<file path="src/rtl/run_tracker_pkg.sv">
// rtl/run_tracker_pkg.sv - shared constants for the run_tracker block
package run_tracker_pkg;

  // Bit positions inside the one-hot state vector
  localparam int S_IDLE     = 0;
  localparam int S_RUN      = 1;
  localparam int S_DONE     = 2;
  localparam int NUM_STATES = 3;

  // One-hot vector loaded at reset
  localparam logic [NUM_STATES-1:0] IDLE_VEC = 3'b001;

  // Default register widths
  localparam int LEN_W_DEF = 8;
  localparam int CNT_W_DEF = 8;

endpackage

</file>
<file path="src/rtl/run_tracker_sat_inc.sv">
// rtl/run_tracker_sat_inc.sv - saturating incrementer, clamps at all-ones
module sat_inc #(
  parameter int W = 8
) (
  input  logic [W-1:0] a,
  output logic [W-1:0] y
);

  // Hold at all-ones instead of wrapping back to zero
  assign y = (&a) ? a : a + W'(1);

endmodule

</file>
<file path="src/rtl/run_tracker.sv">
// rtl/run_tracker.sv - measures and counts runs of the detector's z output
module run_tracker
  import run_tracker_pkg::*;
#(
  parameter int LEN_W = LEN_W_DEF,
  parameter int CNT_W = CNT_W_DEF
) (
  input  logic             clk,
  input  logic             reset_n,
  input  logic             z,
  input  logic             clear,
  output logic             run_done,
  output logic [LEN_W-1:0] last_len,
  output logic [LEN_W-1:0] cur_len,
  output logic [LEN_W-1:0] max_len,
  output logic [CNT_W-1:0] run_count,
  output logic             ovf
);

  logic [NUM_STATES-1:0] state;
  logic [NUM_STATES-1:0] state_nxt;

  logic [LEN_W-1:0] cur_inc;
  logic [LEN_W-1:0] cur_nxt;
  logic [LEN_W-1:0] last_nxt;
  logic [LEN_W-1:0] max_nxt;
  logic [CNT_W-1:0] cnt_nxt;
  logic             ovf_nxt;
  logic             done_nxt;
  logic             run_end;
  logic             run_start;

  sat_inc #(.W(LEN_W)) u_cur_inc (
    .a (cur_len),
    .y (cur_inc)
  );

  // State and all output registers; reset overrides everything
  always_ff @(posedge clk) begin
    if (!reset_n) begin
      state     <= IDLE_VEC;
      run_done  <= 1'b0;
      last_len  <= '0;
      cur_len   <= '0;
      max_len   <= '0;
      run_count <= '0;
      ovf       <= 1'b0;
    end else begin
      state     <= state_nxt;
      run_done  <= done_nxt;
      last_len  <= last_nxt;
      cur_len   <= cur_nxt;
      max_len   <= max_nxt;
      run_count <= cnt_nxt;
      ovf       <= ovf_nxt;
    end
  end

  // Next-state sum-of-products; an all-zero vector falls back to IDLE
  always_comb begin
    state_nxt         = '0;
    state_nxt[S_IDLE] = (state[S_IDLE] & ~z) | (state[S_DONE] & ~z) | ~(|state);
    state_nxt[S_RUN]  = (state[S_IDLE] &  z) | (state[S_RUN]  &  z) | (state[S_DONE] & z);
    state_nxt[S_DONE] = state[S_RUN] & ~z;
  end

  // Next values of the registered outputs; clear only touches the statistics
  always_comb begin
    run_end   = state[S_RUN] & ~z;
    run_start = z & (state[S_IDLE] | state[S_DONE]);
    done_nxt  = run_end;

    cur_nxt = '0;
    if (state[S_RUN] && z) begin
      cur_nxt = cur_inc;
    end else if (run_start) begin
      cur_nxt = LEN_W'(1);
    end

    last_nxt = last_len;
    max_nxt  = max_len;
    cnt_nxt  = run_count;
    ovf_nxt  = ovf;
    if (run_end) begin
      last_nxt = cur_len;
      if (cur_len > max_len) begin
        max_nxt = cur_len;
      end
      cnt_nxt = run_count + CNT_W'(1);
      if (&run_count) begin
        ovf_nxt = 1'b1;
      end
    end

    if (clear) begin
      last_nxt = '0;
      max_nxt  = '0;
      cnt_nxt  = '0;
      ovf_nxt  = 1'b0;
    end
  end

endmodule

</file>
<file path="config.mk">
export PLATFORM = sky130hd
export DESIGN_NAME = run_tracker
export DESIGN_NICKNAME = d
export VERILOG_FILES = /design/src/rtl/run_tracker_pkg.sv /design/src/rtl/run_tracker_sat_inc.sv /design/src/rtl/run_tracker.sv
export SDC_FILE = /design/constraint.sdc
export NUM_CORES = 1
export LEC_CHECK = 0
export ABC_AREA = 1
export CAP_MARGIN = 20
export CORE_UTILIZATION = 45
export CTS_CLUSTER_DIAMETER = 120
export CTS_CLUSTER_SIZE = 14
export DETAILED_ROUTE_END_ITERATION = 8
export GPL_TIMING_DRIVEN = 0
export PLACE_DENSITY = 0.74
export SKIP_LAST_GASP = 1
export SYNTH_ARGS = -nofsm -noshare
export SYNTH_HDL_FRONTEND = slang
export SYNTH_SLANG_ARGS = --single-unit
</file>
<file path="constraint.sdc">
create_clock -name clk -period 1.5 [get_ports clk]
set_input_delay 0.3 -clock clk [delete_from_list [all_inputs] [get_ports clk]]
set_output_delay 0.3 -clock clk [all_outputs]
set_load 0.01 [all_outputs]
</file>
# == After elaboration in Yosys (flattened, before gate mapping) ==
# Index checks and enable logic that the tools add are counted.
# totals
out_inout_bits,34
in_bits,4
ff_bits,37
# classes
n_eq_ne,1
magnitude_cmp,1
addsub,2
muxes,3
reduce_logical,6
bitwise_logic,15
# ops
op,n
8-bit by 1-bit adder with 8-bit output (second input constant),2
8-bit two-way mux,2
9-bit AND reduction,1
8-bit greater-than comparator,1
8-bit AND reduction,1
1-bit bitwise AND,7
1-bit OR,5
1-bit inverter,3
3-bit OR reduction,1
2-bit != test (second input constant),1
2-bit AND reduction,1
2-bit OR reduction,1
1-bit logical AND,1
1-bit two-way mux,1

# == Longest topological paths before layout ==
# depth
ltp_word,4
depth_mapped,13
ltp_nobuf,12

# == By module ==
# From an unflattened synthesis, not the netlist that was laid out.
# unflattened
cells_unflattened,252
area_unflattened_um2,1814.2
# by_module_without_submodules
module,area_per_inst_um2,n_inst,seq_area_each_um2,cells_each
run_tracker,1584.0,1,720.7,206
sat_inc,230.2,1,0.0,46

# == Least setup slack after synthesis ==
# No wires, ideal clock.
# synth_path
kind,flip-flop to flip-flop
startpoint,register cur_len[0]
endpoint,register max_len[5]
path_buffers,1
stages_incl_launch_ff,10
required_ns,1.385
arrival_time_ns,1.478
slack_ns,-0.093
cell_sequence,dfxtp_1 inv_1 ha_1 nand2_1 nor2_1 a21oi_4 buf_2 nand3_1 nand2_1 nor2_1
# synth_via
elab_chain_len,2
# synth_lines
element,line_no,text
"start, declared",run_tracker.sv:14,"output logic [LEN_W-1:0] cur_len,"
"start signal, assigned",run_tracker.sv:52,cur_len <= cur_nxt;
8-bit greater-than comparator,run_tracker.sv:86,if (cur_len > max_len) begin
2-bit AND reduction (no line),--,
"end signal, assigned",run_tracker.sv:53,max_len <= max_nxt;
"end, declared",run_tracker.sv:15,"output logic [LEN_W-1:0] max_len,"
# No other way between the ends.
# A chain may end at the register's enable or synchronous reset.

# == Worst setup path in the final report ==
# layout_path
startpoint,register cur_len[7]
endpoint,register max_len[3]
# Same word-level chain as after synthesis.

==> out/metrics.csv <==
metric;value;unit
status;complete, but fails checks;
violations;negative setup slack;
die_width;63.63;um
ys_ff_latch;36;
finalPower;0.001914;W
netlist_area;0.001709;mm2
max-cap-violations;0;
dp_cells;314;
hold_viol;0;
tns;-81.87;ps
layout_commonest_cell;nor2_1;
max_slew_margin;0.8158;
path_max_fanout;6;
holdPathStages;3;
clk_pin_slew_worst_paths;70;ps
drt-vias-per-instance;5.156;
cts_tree;yes;
cp.arrival;1730;ps
yosysUniqueCellTypes;29;
period_minus_slack;1542;ps
power.leakage;1.206;nW
portBuffers;37;
gp_congestion;0.8681;
worstHoldStart;z;
yosys-top-cells-area;dfxtp_1, a21oi_1, ha_1;
clock_latency;290;ps
rsz0062_at_grt;yes;
hold_path.class;input pin to register;
critical_path.max_stage_delay;380;ps
drt-initial-drc-count;108;
fp.dieArea;0.004049;mm2
drtAntennaViolNets;0;
yosysSeqAreaShare;0.4217;
end_kind;register;
cts_max_path_buffers;2;
routed_wl;4640;um
r2r.worst_path.cells;7;
final.setup.worst_slack;-42.18;ps
cts_buffers;5;
cts_hold_buf;0;
fmax;648.4;MHz
die_h;63.63;um
final_cell_mix;nor2_1, inv_1, nand2_1;
io_pins;38;
whs;332.0;ps
dp_slack;-291.1;ps
dp_hpwl;2830;um
grt-ovfl-total;0;
power.density;741.4;mW/mm2
grt_pass1_wl;6720;um
r2r_end;max_len[3];
cts.sinks;36;
stdcell_count;333;
period_share;1.028;
area_growth;51.03;%
finalSetupViolCount;4;
fin_worst_skew;4.043;ps
design.core.area;0.003661;mm2
worstPathCellList;ha_4, a21o_1, nor2_4, nand2_4, buf_6, a21oi_2, nor2_1;
routedWlPerCell;13.93;um
avgSynthCellArea;7.463;um2
vdd_drop_max;0.6693;mV
htree_levels;2;
antenna_found_initial;0;
grt_pass1_vias;1495;
min_to;state[1];
antenna_cells;0;
worstSetupStartpointType;register;
synth_top_area_cell;dfxtp_1;
synth.top_cell.area_share;0.4217;
n_fill_cell;288;
worst_pin_slew;275.2;ps
reg2reg_from;cur_len[7];
netlist_instances;229;
floorplan.rows;22;
cp_data_required_time;1680;ps
num_vias;1717;
grt_use_total;0.2160;
drive_above_1_share;0.3158;
syn_nets;243;
drc_errors;0;
drt-pass1-iter-count;4;
ff2ff_setup_slack;-40;ps
nets;299;
critical_path_class;register to register;
finalMaxSlewViolations;0;
yosys_warnings;0;
cts_root_buffer;clkbuf_8;
initial_utilization;0.4668;
grt_max_degree;11;
slowest_stage;dfxtp_4;
worst max-delay path: cells and delay by family, from the launching register on:
family	cells	cell delay, ps
AOI/OAI and AO/OA	2	350
DFF	1	380
and+or+nand+nor	3	280
adders and majority gates	1	270
buffers and inverters	1	150
sequential cells by signal (all words and copies together), names as in the netlist:
name and count:
run_done 1, max_len 8, cur_len 8, ovf 1, run_count 8, last_len 8
state 2
cell families (layout without fill, tap and decap cells):
family / Yosys count / count (layout) / synth area share
DFF: 36 / 36 / 0.4217
xor gates and xnor gates: 1 / 1 / 0.005125
and+or+nand+nor: 92 / 92 / 0.2474
buffers and inverters: 40 / 96 / 0.09443
AOI/OAI and AO/OA: 50 / 50 / 0.1581
adders and majority gates: 10 / 10 / 0.07321
cell type report:
| cell class | instances | area, um2 | area share |
|---|---|---|---|
| Clock buffer | 7 | 96.34 | 0.03732 |
| Tap cell | 48 | 60.06 | 0.02327 |
| Buffer | 6 | 45.04 | 0.01745 |
| Timing Repair Buffer | 49 | 478.0 | 0.1852 |
| Sequential cell | 36 | 750.7 | 0.2908 |
| Multi-Input combinational cell | 153 | 1021 | 0.3955 |
| Inverter | 34 | 130.1 | 0.05041 |
cells in the mapped netlist:
cell type  number
nand2_2         5
o21ai_0        14
nor3_1          6
a211oi_1        1
inv_2           2
nor3_4          1
nand3_1        16
nor3b_1         1
clkbuf_1        1
buf_4           2
nand3_2         1
nand2_1        29
o31ai_1         1
nand3b_1        1
nor2_1         29
a21oi_1        29
ha_1           10
a21o_1          1
or2_2           1
inv_1          32
o21ai_1         2
a21oi_4         1
dfxtp_1        36
nor3_2          1
a31oi_1         1
xor2_1          1
nor2_2          1
clkbuf_2        1
buf_2           2
repair_timing:
item                       CTS  global route
gates cloned                 0             2
pin swaps                    2            16
resized for setup           24            65
setup endpoints to repair   26            24
setup buffers                4             6
routing by layer:
layer / global-route usage / wire, um / vias up
met5: 0 / 0 / -
met4: 0.09659 / 48 / 0
li1: - / - / 862
met2: 0.3338 / 2275 / 54
met3: 0.06341 / 242 / 6
met1: 0.2754 / 2073 / 795
worst max-delay path by stage:
stage / startpoint / slack [ps] / endpoint / cells after the start
global placement: reset_n / -280 / run_count[1] / 6
finish: cur_len[7] / -40 / max_len[3] / 7
floorplan: max_len[4] / 7 / max_len[5] / 10
detailed placement: reset_n / -290 / run_count[1] / 6
global route: max_len[3] / -110 / max_len[0] / 12
CTS: cur_len[7] / -40 / max_len[5] / 8
where the power goes:
group	switching, W	internal [W]
registers	0.0000141	0.000965
clock network	0.000337	0.000409
logic	0.000103	0.0000853
metrics by stage:
stage | util | instance area, um2
floorplan | - | 1724
detailed placement | 0.5885 | 2155
CTS | 0.6237 | 2283
global route | 0.7051 | 2581
finish | 0.7051 | 2581
global placement | 0.5885 | 2155
Power figures use the tool's default switching activity.
